--- src/rtl/instr_fetch_if.sv ---
// Fetch-stage bundle: instruction-memory handshake, decode-side control and the
// registered fetch/decode outputs with their decoded MIPS fields.
interface instr_fetch_if;
  logic        imem_req;
  logic [31:0] imem_addr;
  logic        imem_ack;
  logic [31:0] imem_rdata;
  logic        stall;
  logic        redirect;
  logic [31:0] redirect_pc;
  logic        id_valid;
  logic [31:0] id_instr;
  logic [31:0] id_pc4;
  logic [5:0]  opCode;
  logic [5:0]  func;
  logic [4:0]  rs;
  logic [4:0]  rt;
  logic [4:0]  rd;
  logic [4:0]  shamt;
  logic [15:0] imm;

  modport master (
    output imem_req, imem_addr,
    input  imem_ack, imem_rdata,
    input  stall, redirect, redirect_pc,
    output id_valid, id_instr, id_pc4,
    output opCode, func, rs, rt, rd, shamt, imm
  );

  modport slave (
    input  imem_req, imem_addr,
    output imem_ack, imem_rdata,
    output stall, redirect, redirect_pc,
    input  id_valid, id_instr, id_pc4,
    input  opCode, func, rs, rt, rd, shamt, imm
  );
endinterface

--- src/rtl/instr_fetch_stage.sv ---
// Instruction fetch stage: one outstanding imem read, one-entry skid buffer for
// stalls, and redirect handling that drains an in-flight read before refetching.
//
// state | meaning
// FETCH | issue/await a read at r_pc; deliver to decode or skid on stall
// HOLD  | skid holds a fetched word, waiting for stall to drop
// DROP  | redirected while a read was in flight; wait for its ack and discard
module instr_fetch_stage #(
  parameter logic [31:0] RESET_PC = 32'h0000_0000
) (
  input logic           clk,
  input logic           rst,
  instr_fetch_if.master bus
);

  typedef enum logic [1:0] {
    FETCH = 2'd0,
    HOLD  = 2'd1,
    DROP  = 2'd2
  } state_t;

  state_t      r_state,      w_state_nxt;
  logic [31:0] r_pc,         w_pc_nxt;
  logic [31:0] r_addr,       w_addr_nxt;
  logic        r_req,        w_req_nxt;
  logic        r_id_valid,   w_id_valid_nxt;
  logic [31:0] r_id_instr,   w_id_instr_nxt;
  logic [31:0] r_id_pc4,     w_id_pc4_nxt;
  logic        r_skid_valid, w_skid_valid_nxt;
  logic [31:0] r_skid_instr, w_skid_instr_nxt;
  logic [31:0] r_skid_pc4,   w_skid_pc4_nxt;

  logic [31:0] w_pc4;
  logic [31:0] w_redir_pc;
  logic        w_delivered;

  assign w_pc4      = r_pc + 32'd4;
  assign w_redir_pc = bus.redirect_pc & 32'hFFFF_FFFC;

  always_ff @(posedge clk or posedge rst) begin
    if (rst) begin
      r_state      <= FETCH;
      r_pc         <= RESET_PC;
      r_addr       <= RESET_PC;
      r_req        <= 1'b0;
      r_id_valid   <= 1'b0;
      r_id_instr   <= 32'h0;
      r_id_pc4     <= 32'h0;
      r_skid_valid <= 1'b0;
      r_skid_instr <= 32'h0;
      r_skid_pc4   <= 32'h0;
    end else begin
      r_state      <= w_state_nxt;
      r_pc         <= w_pc_nxt;
      r_addr       <= w_addr_nxt;
      r_req        <= w_req_nxt;
      r_id_valid   <= w_id_valid_nxt;
      r_id_instr   <= w_id_instr_nxt;
      r_id_pc4     <= w_id_pc4_nxt;
      r_skid_valid <= w_skid_valid_nxt;
      r_skid_instr <= w_skid_instr_nxt;
      r_skid_pc4   <= w_skid_pc4_nxt;
    end
  end

  always_comb begin
    w_state_nxt      = r_state;
    w_pc_nxt         = r_pc;
    w_addr_nxt       = r_addr;
    w_req_nxt        = r_req;
    w_id_valid_nxt   = r_id_valid;
    w_id_instr_nxt   = r_id_instr;
    w_id_pc4_nxt     = r_id_pc4;
    w_skid_valid_nxt = r_skid_valid;
    w_skid_instr_nxt = r_skid_instr;
    w_skid_pc4_nxt   = r_skid_pc4;
    w_delivered      = 1'b0;

    case (r_state)
      FETCH: begin
        if (bus.redirect) begin
          w_pc_nxt         = w_redir_pc;
          w_skid_valid_nxt = 1'b0;
          // A read already on the bus must complete before the new target goes out
          if (r_req && !bus.imem_ack) begin
            w_state_nxt = DROP;
          end else begin
            w_req_nxt = 1'b0;
          end
        end else if (r_req && bus.imem_ack) begin
          w_pc_nxt  = w_pc4;
          w_req_nxt = 1'b0;
          if (bus.stall) begin
            w_skid_valid_nxt = 1'b1;
            w_skid_instr_nxt = bus.imem_rdata;
            w_skid_pc4_nxt   = w_pc4;
            w_state_nxt      = HOLD;
          end else begin
            w_id_valid_nxt = 1'b1;
            w_id_instr_nxt = bus.imem_rdata;
            w_id_pc4_nxt   = w_pc4;
            w_delivered    = 1'b1;
          end
        end else if (!r_req && !r_skid_valid) begin
          w_req_nxt  = 1'b1;
          w_addr_nxt = r_pc;
        end
      end

      HOLD: begin
        if (bus.redirect) begin
          w_pc_nxt         = w_redir_pc;
          w_skid_valid_nxt = 1'b0;
          w_state_nxt      = FETCH;
        end else if (!bus.stall) begin
          w_id_valid_nxt   = 1'b1;
          w_id_instr_nxt   = r_skid_instr;
          w_id_pc4_nxt     = r_skid_pc4;
          w_skid_valid_nxt = 1'b0;
          w_delivered      = 1'b1;
          w_state_nxt      = FETCH;
        end
      end

      DROP: begin
        if (bus.redirect) begin
          w_pc_nxt = w_redir_pc;
        end
        if (bus.imem_ack) begin
          w_req_nxt   = 1'b0;
          w_state_nxt = FETCH;
        end
      end

      default: begin
        w_state_nxt = FETCH;
        w_req_nxt   = 1'b0;
      end
    endcase

    // Bubble into decode on a flush, or whenever decode is free and nothing arrived
    if (!w_delivered && (bus.redirect || !bus.stall)) begin
      w_id_valid_nxt = 1'b0;
      w_id_instr_nxt = 32'h0;
    end
  end

  assign bus.imem_req  = r_req;
  assign bus.imem_addr = r_addr;
  assign bus.id_valid  = r_id_valid;
  assign bus.id_instr  = r_id_instr;
  assign bus.id_pc4    = r_id_pc4;

  assign bus.opCode = r_id_instr[31:26];
  assign bus.rs     = r_id_instr[25:21];
  assign bus.rt     = r_id_instr[20:16];
  assign bus.rd     = r_id_instr[15:11];
  assign bus.shamt  = r_id_instr[10:6];
  assign bus.func   = r_id_instr[5:0];
  assign bus.imm    = r_id_instr[15:0];

endmodule
--- src/flat_wrapper.sv ---
// flat-port wrapper written by rule: the top's interface ports become plain ports
module instr_fetch_stage_flat 
#(
  parameter logic [31:0] RESET_PC = 32'h0000_0000
)
  (clk, rst, bus_imem_req, bus_imem_addr, bus_imem_ack, bus_imem_rdata, bus_stall, bus_redirect, bus_redirect_pc, bus_id_valid, bus_id_instr, bus_id_pc4, bus_opCode, bus_func, bus_rs, bus_rt, bus_rd, bus_shamt, bus_imm);
  instr_fetch_if bus_i ();
  input logic clk;
  input logic rst;
  output wire logic [$bits(bus_i.imem_req)-1:0] bus_imem_req;
  output wire logic [$bits(bus_i.imem_addr)-1:0] bus_imem_addr;
  input wire logic [$bits(bus_i.imem_ack)-1:0] bus_imem_ack;
  input wire logic [$bits(bus_i.imem_rdata)-1:0] bus_imem_rdata;
  input wire logic [$bits(bus_i.stall)-1:0] bus_stall;
  input wire logic [$bits(bus_i.redirect)-1:0] bus_redirect;
  input wire logic [$bits(bus_i.redirect_pc)-1:0] bus_redirect_pc;
  output wire logic [$bits(bus_i.id_valid)-1:0] bus_id_valid;
  output wire logic [$bits(bus_i.id_instr)-1:0] bus_id_instr;
  output wire logic [$bits(bus_i.id_pc4)-1:0] bus_id_pc4;
  output wire logic [$bits(bus_i.opCode)-1:0] bus_opCode;
  output wire logic [$bits(bus_i.func)-1:0] bus_func;
  output wire logic [$bits(bus_i.rs)-1:0] bus_rs;
  output wire logic [$bits(bus_i.rt)-1:0] bus_rt;
  output wire logic [$bits(bus_i.rd)-1:0] bus_rd;
  output wire logic [$bits(bus_i.shamt)-1:0] bus_shamt;
  output wire logic [$bits(bus_i.imm)-1:0] bus_imm;
  assign bus_imem_req = bus_i.imem_req;
  assign bus_imem_addr = bus_i.imem_addr;
  assign bus_i.imem_ack = bus_imem_ack;
  assign bus_i.imem_rdata = bus_imem_rdata;
  assign bus_i.stall = bus_stall;
  assign bus_i.redirect = bus_redirect;
  assign bus_i.redirect_pc = bus_redirect_pc;
  assign bus_id_valid = bus_i.id_valid;
  assign bus_id_instr = bus_i.id_instr;
  assign bus_id_pc4 = bus_i.id_pc4;
  assign bus_opCode = bus_i.opCode;
  assign bus_func = bus_i.func;
  assign bus_rs = bus_i.rs;
  assign bus_rt = bus_i.rt;
  assign bus_rd = bus_i.rd;
  assign bus_shamt = bus_i.shamt;
  assign bus_imm = bus_i.imm;
  instr_fetch_stage #(.RESET_PC(RESET_PC)) u_core (.clk(clk), .rst(rst), .bus(bus_i));
endmodule
--- config.mk ---
export PLATFORM = sky130hd
export DESIGN_NAME = instr_fetch_stage_flat
export DESIGN_NICKNAME = d
export VERILOG_FILES = /design/src/rtl/instr_fetch_if.sv /design/src/rtl/instr_fetch_stage.sv /design/src/flat_wrapper.sv
export SDC_FILE = /design/constraint.sdc
export NUM_CORES = 1
export LEC_CHECK = 0
export CAP_MARGIN = 25
export CORE_ASPECT_RATIO = 1.4
export CORE_MARGIN = 2
export CORE_UTILIZATION = 46
export CTS_CLUSTER_DIAMETER = 40
export CTS_CLUSTER_SIZE = 16
export DETAILED_ROUTE_END_ITERATION = 8
export PLACE_DENSITY = 0.78
export SYNTH_ARGS = -nofsm -noshare
export SYNTH_HDL_FRONTEND = slang
export SYNTH_SLANG_ARGS = --single-unit
--- constraint.sdc ---
create_clock -name clk -period 6.2 [get_ports clk]
set_input_delay 1.24 -clock clk [delete_from_list [all_inputs] [get_ports clk]]
set_output_delay 1.24 -clock clk [all_outputs]
set_load 0.05 [all_outputs]
Yosys cells after proc, flatten, opt, wreduce, memory -nomap -nowiden
Cells that the tools add are included.

storage, ports and cells
  flip-flop bits (word level) = 197
  bits of input ports = 69
  output and inout bits = 146

cells by class
  add/sub/neg operators = 1
  eq/ne operators = 20
  muxes and demuxes = 48
  bitwise operators = 3
  reductions and logical operators = 24

operators with widths
  operator                                       count
  two-way mux 32 bit                             14
  case mux 32 bit (2 select lines)               3
  adder 32 x 3 -> 32 bit, second input constant  1
  AND reduction 4 bit                            5
  two-way mux 1 bit                              19
  != test 3 x 2 -> 1 bit, second input constant  6
  two-way mux 2 bit                              7
  AND reduction 6 bit                            2
  != test 2 bit, second input constant           5
  != test 3 bit, second input constant           3
  case mux 1 bit (2 select lines)                3
  case mux 2 bit (3 select lines)                1
  logical NOT 1 bit                              5
  AND reduction 5 bit                            1
  logical AND 1 bit                              4
  != test 2 x 1 -> 1 bit, second input constant  2
  != test 4 x 2 -> 1 bit, second input constant  1
  nonzero test 2 bit                             2
  != test 3 x 1 -> 1 bit, second input constant  1
  inverter 1 bit                                 3
  case mux 1 bit (3 select lines)                1
  AND reduction 3 bit                            1
  nonzero test 3 bit                             1
  == test 2 x 1 -> 1 bit, second input constant  1
  4 further kinds                                4

Depth between registers and ports, before layout
Gate-level depths: netlist of run 1.

  word-level depth = 8
  gate-level depth with buffers = 9

Least setup slack after synthesis of run 1
Ideal clock, no wire load.

  path type = input -> register
  start = input port bus_stall
  end = register u_core.r_skid_pc4[16]
  arrival time = 2716 ps
  data required time = 6063 ps
  setup slack = 3347 ps
  stages on the path = 6
  cell sequence = clkbuf_1 > nand3_1 > nor2_1 > clkbuf_1 > clkbuf_1 > a21oi_1

on the way
  longest elaborated chain between the ends = 1

RTL lines
  item                           RTL line                 RTL
  start: declaration             flat_wrapper.sv:14       input wire logic [$bits(bus_i.stall)-1:0] bus_stall;
  AND reduction 4 bit (no line)  -
  end signal: assignment         instr_fetch_stage.sv:62  r_skid_pc4 <= w_skid_pc4_nxt;
  end: declaration               instr_fetch_stage.sv:31  logic [31:0] r_skid_pc4, w_skid_pc4_nxt;

No other way between the ends.
A chain may end at the register's enable or synchronous reset.

Worst setup path in the final report of run 1
  start = input port bus_redirect
  end = register u_core.r_skid_instr[4]

on the way
  longest elaborated chain between the ends = 2

RTL lines
  item                           RTL line                 RTL
  start: declaration             flat_wrapper.sv:15       input wire logic [$bits(bus_i.redirect)-1:0] bus_redirect;
  inverter 1 bit (no line)       -
  AND reduction 4 bit (no line)  -
  end signal: assignment         instr_fetch_stage.sv:61  r_skid_instr <= w_skid_instr_nxt;
  end: declaration               instr_fetch_stage.sv:30  logic [31:0] r_skid_instr, w_skid_instr_nxt;

No other way between the ends.

==> results.py, run 1 <==
metrics = {
    "global_routing": {
        "grt-ovfl-total": 0,
        "grt_usage": 0.2182,
        "grt_max_degree": 90,
        "grt_pass1_vias": 6953,
        "grt_first_pass_wirelength_um": 36220,
        "antenna_found_initial": 0,
    },
    "drt": {
        "first_pass_iters": 5,
        "antenna_left": 0,
        "avgRoutedWirePerCell_um": 17.15,
        "vias_per_cell": 5.544,
        "vias": 7169,
        "drt-total-wl_um": 22170,
        "drt_iter0_markers": 492,
        "drc": 0,
    },
    "layout": {
        "fillers": 1630,
        "layout_common_cells": "clkdlybuf4s50_1, dfrtp_1, nand2_1, o21ai_0, mux2_2",
        "drive_above_1_share": 0.1201,
        "final_nets": 1102,
        "final_cell_area_um2": 11750,
        "area_growth_syn_to_layout_pct": 27.70,
        "antenna_cells": 0,
        "final_common_cell": "clkdlybuf4s50_1",
    },
    "logic_synthesis": {
        "ys_top_cells_by_area": "dfrtp_1, mux2_2, o21ai_0, buf_4, nand2_1",
        "syn_avg_cell_area_um2": 10.20,
        "synthFlopType": "dfrtp_1",
        "async_flop_share": 1.000,
        "synth_top_area_frac": 0.5141,
        "yosysTopAreaCell": "dfrtp_1",
        "synth.yosys.seq_area_share": 0.5141,
        "synth-seq-cells": 189,
        "postSynthCellCount": 902,
        "synth_area_um2": 9200,
        "synth_edf_count": 0,
        "yosysUniqueCellTypes": 53,
        "yosysWarnings": 0,
    },
    "setup_path": {
        "worst_path_max_delay_cell": "nor2_4",
        "rr_startpoint": "u_core.r_state[1]",
        "crit_end": "u_core.r_skid_instr[4]",
        "worstPathCellList": "clkdlybuf4s50_1, nand2b_1, nor2_4, buf_12, mux2_2",
        "worstReg2RegEnd": "u_core.r_skid_instr[4]",
        "cp_slowest_stage_delay_ns": 0.77,
        "crit_arrival_ns": 3.92,
        "cp-end-kind": "flip-flop",
        "critPathRequiredTime_ns": 6.51,
        "cp_max_fo": 54,
        "critical_path_class": "primary input to flip-flop",
        "worst_setup_path_start_kind": "primary input",
        "r2r_cells": 6,
        "cp-startpoint": "bus_redirect",
        "reg2reg_setup_slack_ns": 3.28,
    },
    "power_and_ir_drop": {
        "clockPowerShare": 0.175,
        "p_int_mw": 3.513,
        "vdd_drop_max_mv": 0.3131,
        "p_switching_mw": 2.764,
        "pwr-share-seq": 0.344,
        "power_leakage_nw": 4.888,
        "p_sw_frac": 0.4403,
        "cellPowerDensity_nw_per_um2": 534.2,
        "p_comb_frac": 0.480,
    },
    "timing": {
        "rsz0062_at_grt": "no",
        "timing.setup.tns_ns": 0,
        "max_freq_mhz": 276.9,
        "finalHoldViolCount": 0,
        "tightest_slew_ns": 0.8537,
        "max_slew_margin": 0.4295,
        "setup_viol_count_final": 0,
        "slew_violations": 0,
        "min_period_ns": 3.611,
        "clock_skew_ns": 0.008306,
        "period_share": 0.5824,
    },
    "placement": {
        "dp.final_hpwl_um": 15600,
        "place_congestion": 0.8757,
        "place_area_um2": 11140,
        "io_buffers": 208,
    },
    "clock_network": {
        "cts.sinks": 189,
        "cts_tree": "built",
        "clk_pin_slew_ns": 0.07,
        "cts_buffers": 17,
        "cts_setup_buffers": 0,
        "clock_latency_ns": 0.42,
        "clock_path_buffers": 2,
        "cts_hold_buf": 0,
        "cts_resized": 0,
        "cts_root_buf": "clkbuf_16",
        "cts.htree.levels": 4,
    },
    "floorplan": {
        "pin_count": 215,
        "die-area_um2": 21160,
        "dieWidth_um": 123.5,
        "coreArea_um2": 19770,
        "num_rows": 61,
        "die_y_um": 171.3,
        "start_util": 0.4654,
    },
    "outcome": {
        "outcome": "finished clean",
    },
    "worst_hold_path": {
        "hp-class": "flip-flop to flip-flop",
    },
    "job": {
        "cap_violations": 0,
    },
}
-- worst min path at each step --
stage | start | end | cells after the start
after floorplan | u_core.r_skid_pc4[26] | u_core.r_skid_pc4[26] | 2
after global placement | u_core.bus.id_pc4[10] | u_core.bus.id_pc4[10] | 2
after detailed placement | u_core.bus.id_pc4[8] | u_core.bus.id_pc4[8] | 2
after CTS | u_core.bus.id_pc4[8] | u_core.bus.id_pc4[8] | 2
after global routing | u_core.bus.id_pc4[20] | u_core.bus.id_pc4[20] | 2
final | u_core.bus.id_pc4[8] | u_core.bus.id_pc4[8] | 2
-- per-layer routing --
| layer | global-route usage | routed length (µm) |
|---|---|---|
| met5 | 0 | 0 |
| met4 | 0.07460 | 437 |
| met3 | 0.03780 | 1160 |
| met2 | 0.3729 | 11220 |
| met1 | 0.2775 | 9354 |
-- sequential cells by signal (all words and copies together), names as in the netlist --
register              flops
u_core.r_skid_instr      32
u_core.r_skid_valid       1
u_core.bus.imem_addr     30
u_core.bus.imem_req       1
u_core.bus.id_instr      32
u_core.bus.id_pc4        30
u_core.r_pc              30
u_core.r_state            2
u_core.r_skid_pc4        30
u_core.bus.id_valid       1
-- power groups by stage --
stage / Clock, mW / Sequential, mW / Combinational [mW]
floorplan: 0 / 2.78 / 1.50
global placement: 0 / 2.14 / 2.95
detailed placement: 0 / 2.18 / 3.01
CTS: 1.12 / 2.16 / 3.02
global route: 1.17 / 2.24 / 3.24
finish: 1.10 / 2.16 / 3.01
-- synthesized netlist by cell type (3+ instances only) --
library cell,instances
o21ai_0,96
xor2_1,10
mux2_2,65
nand3_1,26
mux2_1,5
and3_1,14
a21oi_1,51
and4_1,5
nand2b_1,3
dfrtp_1,189
and2_1,4
nand2_1,96
a22oi_1,3
ha_1,4
o22a_1,4
nand4_1,9
clkbuf_1,53
o22ai_1,17
o21ai_1,3
xnor2_1,11
buf_2,7
nor3_1,9
inv_1,9
nor4_1,8
or4_1,3
o211ai_1,5
or3_1,3
mux2i_1,35
a31oi_1,8
o31a_1,5
buf_4,52
nor2_1,54
a2bb2oi_1,12
-- logic make-up after synthesis --
family / share of synthesized area
AND/OR/NAND/NOR: 0.1311
adder cells (fa/ha/maj): 0.005440
multiplexers: 0.1238
AO/OA/AOI/OAI: 0.1316
buffers and inverters: 0.07357
other: 0.0004076
flip-flops: 0.5141
XOR/XNOR: 0.01999
-- critical path: cells and delay by family --
family                 cells  cell delay (ns)
multiplexers               1             0.37
buffers and inverters      2             1.00
AND/OR/NAND/NOR            2             1.25
-- final cells by class --
type	instances	area, µm²	area share
clock buffer	22	484.2	0.04121
tap	252	315.3	0.02684
clock inverter	9	107.6	0.009159
inverter	9	37.54	0.003195
timing repair buffer	220	2222	0.1891
sequential	189	4730	0.4026
multi-input combinational	592	3852	0.3279
-- metrics by stage --
step	util	total power, mW	std cells	worst slack [ns]	hold slack, ns
floorplan	-	4.274	905	2.526	0.4689
global route	0.5943	6.647	1293	2.443	0.5047
detailed placement	0.5634	5.188	1261	2.154	0.4745
finish	0.5943	6.276	1293	2.589	0.4840
CTS	0.5933	6.299	1292	2.605	0.4898
global placement	0.5624	5.098	1260	2.159	0.4621
Power figures use the tool's default switching activity.
==> run 2: changes to the inputs <==
Clock period 6.2 ns to 3 ns, I/O delays scaled along.
==> run 2 against run 1 <==
Sequential cell count unchanged. Via count grew 1.4%. Sequential power up 110%. Clock skew is 0.0019 ns higher. Hold slack worse by 0.0027 ns. Clock power is 100% higher. Critical endpoint is now bus_imem_req. Combinational power rose by 110%. Highest routed layer unchanged. First-iteration DRC count up 19%. Total power grew 110%.
==> results.py, run 2 (synthesis results as in run 1) <==
metrics = {
    "power_and_ir_drop": {
        "cellPowerDensity_nw_per_um2": 1096,
        "p_comb_frac": 0.485,
        "vdd_drop_max_mv": 0.5713,
        "p_int_mw": 7.288,
        "power_leakage_nw": 4.932,
        "clockPowerShare": 0.172,
        "finalPower_mw": 13.00,
        "pwr-share-seq": 0.343,
        "p_sw_frac": 0.4392,
        "p_switching_mw": 5.708,
    },
    "clock_network": {
        "clock_path_buffers": 2,
        "cts.sinks": 189,
        "cts_hold_buf": 0,
        "clock_latency_ns": 0.42,
        "cts_buffers": 17,
        "cts_tree": "built",
        "cts_setup_buffers": 0,
        "cts_root_buf": "clkbuf_16",
        "clk_pin_slew_ns": 0.07,
        "cts_resized": 0,
        "cts.htree.levels": 4,
    },
    "job": {
        "cap_violations": 0,
    },
    "layout": {
        "final_cell_area_um2": 11860,
        "drive_above_1_share": 0.1260,
        "area_growth_syn_to_layout_pct": 28.91,
        "layout_common_cells": "clkdlybuf4s50_1, dfrtp_1, nand2_1, o21ai_0, mux2_2",
        "final_common_cell": "clkdlybuf4s50_1",
        "final_nets": 1110,
        "antenna_cells": 0,
        "stdcell_count": 1300,
        "postLayoutCoreUtil": 0.6000,
    },
    "drt": {
        "vias_per_cell": 5.592,
        "first_pass_iters": 5,
        "antenna_left": 0,
        "drt_iter0_markers": 585,
        "avgRoutedWirePerCell_um": 17.22,
        "vias": 7269,
        "drt-total-wl_um": 22380,
        "drc": 0,
    },
    "timing": {
        "max_freq_mhz": 409.6,
        "rsz0062_at_grt": "no",
        "finalHoldViolCount": 0,
        "max_slew_margin": 0.5000,
        "tightest_slew_ns": 0.7432,
        "slew_violations": 0,
        "min_period_ns": 2.441,
        "timing.setup.tns_ns": 0,
        "period_share": 0.8137,
        "setup_viol_count_final": 0,
        "hold_slack_ns": 0.4813,
        "clock_skew_ns": 0.01023,
        "timing.final.ws_setup_ns": 0.5588,
    },
    "placement": {
        "io_buffers": 208,
        "place_congestion": 0.8964,
        "place_area_um2": 11280,
        "dp.final_hpwl_um": 15700,
        "dp_cells": 1270,
        "place_ws_ns": 0.3932,
    },
    "worst_hold_path": {
        "hp-class": "flip-flop to flip-flop",
    },
    "floorplan": {
        "dieWidth_um": 123.5,
        "start_util": 0.4654,
        "pin_count": 215,
        "num_rows": 61,
        "die_y_um": 171.3,
        "die-area_um2": 21160,
        "coreArea_um2": 19770,
    },
    "outcome": {
        "outcome": "finished clean",
    },
    "setup_path": {
        "crit_arrival_ns": 1.84,
        "cp_max_fo": 11,
        "critPathRequiredTime_ns": 2.40,
        "critical_path_class": "flip-flop to output port",
        "worstPathCellList": "clkdlybuf4s50_1",
        "worst_path_max_delay_cell": "clkdlybuf4s50_1",
        "cp_slowest_stage_delay_ns": 0.87,
        "worst_setup_path_start_kind": "flip-flop",
        "cp-end-kind": "output port",
        "crit_family": "buffers and inverters",
        "cp_num_buf_inv": 1,
    },
    "global_routing": {
        "grt_usage": 0.2185,
        "grt_max_degree": 71,
        "antenna_found_initial": 0,
        "grt-ovfl-total": 0,
        "grt_pass1_vias": 7053,
        "grt_first_pass_wirelength_um": 36550,
    },
}
run 2: power by group through the flow:
stage,registers (mW),logic (mW),clock network (mW)
2_1_floorplan,5.74,3.10,0
3_3_place_gp,4.44,6.19,0
3_5_place_dp,4.49,6.30,0
4_1_cts,4.45,6.33,2.29
5_1_grt,4.62,6.75,2.39
6_report,4.46,6.30,2.23
run 2: worst min-delay path: stages, from the launching register on:
cell and delay (ns):
dfrtp_1 0.34, nand2_1 0.05, o21ai_0 0.06
run 2: final timing paths:
check	start	endpoint	slack, ns	cells after the start
setup reg to reg	u_core.r_pc[7]	u_core.bus.id_pc4[21]	0.61	5
setup / recovery	u_core.bus.imem_req	bus_imem_req	0.56	1
hold / removal	u_core.bus.id_pc4[3]	u_core.bus.id_pc4[3]	0.48	2
max in group asynchronous	rst	u_core.r_skid_instr[4]	1.68	3
hold reg to reg	u_core.bus.id_pc4[3]	u_core.bus.id_pc4[3]	0.48	2
min in group asynchronous	rst	u_core.bus.id_pc4[30]	0.58	2
run 2: per-layer routing:
metal,share of wire,wire (µm),global-route usage
met1,0.42,9363,0.2824
met2,0.51,11400,0.3700
met3,0.050,1123,0.03647
met4,0.022,500,0.07362
met5,0,0,0
run 2: area by class of cell:
type | count | area, µm²
fillers | 1645 | 7908
flip-flops and latches | 189 | 4730
multi-input cells | 592 | 3852
repair buffers | 228 | 2345
clock buffers | 21 | 470.5
well taps | 252 | 315.3
clock inverters | 9 | 110.1
inverters | 9 | 37.54
==> run 3: changes to the inputs <==
Settings changed: CORE_UTILIZATION 46 to 50, PLACE_DENSITY 0.78 to 0.81.
Clock period 3 ns to 2.4 ns, I/O delays scaled along.
==> run 3 against run 2 <==
Core utilization grew 7.1 points. Total power increased by 29%. Sequential cell count unchanged. Die area is 7.8% lower. First-iteration DRC count shrank 6.5%. Register-to-register slack got worse by 0.42 ns.
==> results.py, run 3 (synthesis results as in run 1) <==
metrics = {
    "drt": {
        "drc": 0,
        "avgRoutedWirePerCell_um": 17.54,
        "vias": 7313,
        "antenna_left": 0,
        "first_pass_iters": 7,
        "vias_per_cell": 5.604,
        "drt-total-wl_um": 22890,
        "drt_iter0_markers": 547,
    },
    "layout": {
        "final_common_cell": "clkdlybuf4s50_1",
        "final_nets": 1126,
        "layout_common_cells": "clkdlybuf4s50_1, dfrtp_1, nand2_1, o21ai_0, mux2_2",
        "area_growth_syn_to_layout_pct": 31.23,
        "fillers": 1455,
        "postLayoutCoreUtil": 0.6708,
        "stdcell_count": 1305,
        "antenna_cells": 0,
        "drive_above_1_share": 0.1399,
    },
    "setup_path": {
        "worst_setup_path_start_kind": "flip-flop",
        "critical_path_class": "flip-flop to flip-flop",
        "cp-end-kind": "flip-flop",
        "cp_max_fo": 7,
        "crit_arrival_ns": 2.50,
        "reg2reg_setup_slack_ns": 0.19,
        "critPathRequiredTime_ns": 2.69,
    },
    "clock_network": {
        "cts_setup_buffers": 0,
        "cts_tree": "built",
        "cts_hold_buf": 0,
        "cts.sinks": 189,
        "cts_root_buf": "clkbuf_16",
        "cts.htree.levels": 4,
        "clock_latency_ns": 0.42,
        "clk_pin_slew_ns": 0.07,
        "cts_buffers": 17,
        "clock_path_buffers": 2,
    },
    "timing": {
        "clock_skew_ns": 0.006012,
        "max_slew_margin": 0.6000,
        "rsz0062_at_grt": "no",
        "finalHoldViolCount": 0,
        "setup_viol_count_final": 0,
        "period_share": 0.9196,
        "slew_violations": 0,
        "max_freq_mhz": 453.1,
        "hold_slack_ns": 0.4798,
        "tightest_slew_ns": 0.5981,
        "timing.final.ws_setup_ns": 0.1930,
        "min_period_ns": 2.207,
    },
    "global_routing": {
        "grt_pass1_vias": 7141,
        "grt_first_pass_wirelength_um": 36950,
        "grt_max_degree": 94,
        "grt-ovfl-total": 0,
        "grt_usage": 0.2370,
        "antenna_found_initial": 0,
    },
    "power_and_ir_drop": {
        "cellPowerDensity_nw_per_um2": 1388,
        "pwr-share-seq": 0.332,
        "p_switching_mw": 7.165,
        "vdd_drop_max_mv": 0.8336,
        "power_leakage_nw": 5.072,
        "p_int_mw": 9.590,
        "p_sw_frac": 0.4276,
        "p_comb_frac": 0.478,
        "clockPowerShare": 0.191,
    },
    "floorplan": {
        "die-area_um2": 19520,
        "start_util": 0.5112,
        "dieWidth_um": 118.6,
        "num_rows": 58,
        "coreArea_um2": 18000,
        "die_y_um": 164.5,
        "pin_count": 215,
    },
    "placement": {
        "dp_cells": 1274,
        "place_ws_ns": 0.09438,
        "dp.final_hpwl_um": 16210,
        "place_congestion": 0.8973,
        "io_buffers": 208,
    },
    "outcome": {
        "outcome": "finished clean",
    },
    "worst_hold_path": {
        "hp-class": "flip-flop to flip-flop",
    },
    "job": {
        "cap_violations": 0,
    },
}
==> run 3: what timing repair did <==
item                                    CTS  global route
resized for setup                         0             2
endpoints found under the hold margin     0             0
endpoints found under the setup margin    0             7
==> run 3: critical path, cell delays in order, from the launching register on <==
cell	delay, ns
dfrtp_1	0.46
ha_1	0.30
and4_1	0.32
and3_1	0.37
nand3_1	0.20
xor2_1	0.30
o211ai_1	0.13
==> run 3: per-stage QoR <==
step / cell area, µm² / TNS [ns] / power (mW)
2_1_floorplan: 9215 / -97.24 / 11.04
3_3_place_gp: 11400 / 0 / 13.35
3_5_place_dp: 11400 / 0 / 13.58
4_1_cts: 12070 / 0 / 16.84
5_1_grt: 12070 / 0 / 17.67
6_report: 12070 / 0 / 16.76
==> run 3: layer usage <==
layer  global-route usage  routed length (µm)
met1               0.2915                9282
met2               0.4175               11890
met3              0.04523                1210
met4              0.08387                 507
met5                    0                   0
==> run 3: power groups by stage <==
stage | Clock, mW | Combinational (mW) | Sequential (mW)
after floorplan | 0 | 3.87 | 7.17
after global placement | 0 | 7.83 | 5.52
after detailed placement | 0 | 7.99 | 5.59
after CTS | 3.25 | 8.04 | 5.55
after global routing | 3.38 | 8.54 | 5.75
final | 3.19 | 8.00 | 5.56
==> run 3: final timing paths <==
| check | start | cells after the start | endpoint |
|---|---|---|---|
| max in group asynchronous | rst | 3 | u_core.r_pc[3] |
| worst min-delay path | u_core.bus.id_pc4[4] | 2 | u_core.bus.id_pc4[4] |
| min in group asynchronous | rst | 3 | u_core.r_skid_instr[21] |
| worst min register to register | u_core.bus.id_pc4[4] | 2 | u_core.bus.id_pc4[4] |
| worst max-delay path | u_core.r_pc[2] | 6 | u_core.bus.id_pc4[14] |
| worst max register to register | u_core.r_pc[2] | 6 | u_core.bus.id_pc4[14] |
==> run 3: final cells by class <==
class / instances / area, µm² / area share
Timing Repair Buffer: 244 / 2480 / 0.2054
Inverter: 9 / 37.54 / 0.003109
Sequential cell: 189 / 4730 / 0.3918
Tap cell: 240 / 300.3 / 0.02487
Clock inverter: 10 / 210.2 / 0.01741
Multi-Input combinational cell: 592 / 3855 / 0.3193
Clock buffer: 21 / 460.4 / 0.03814
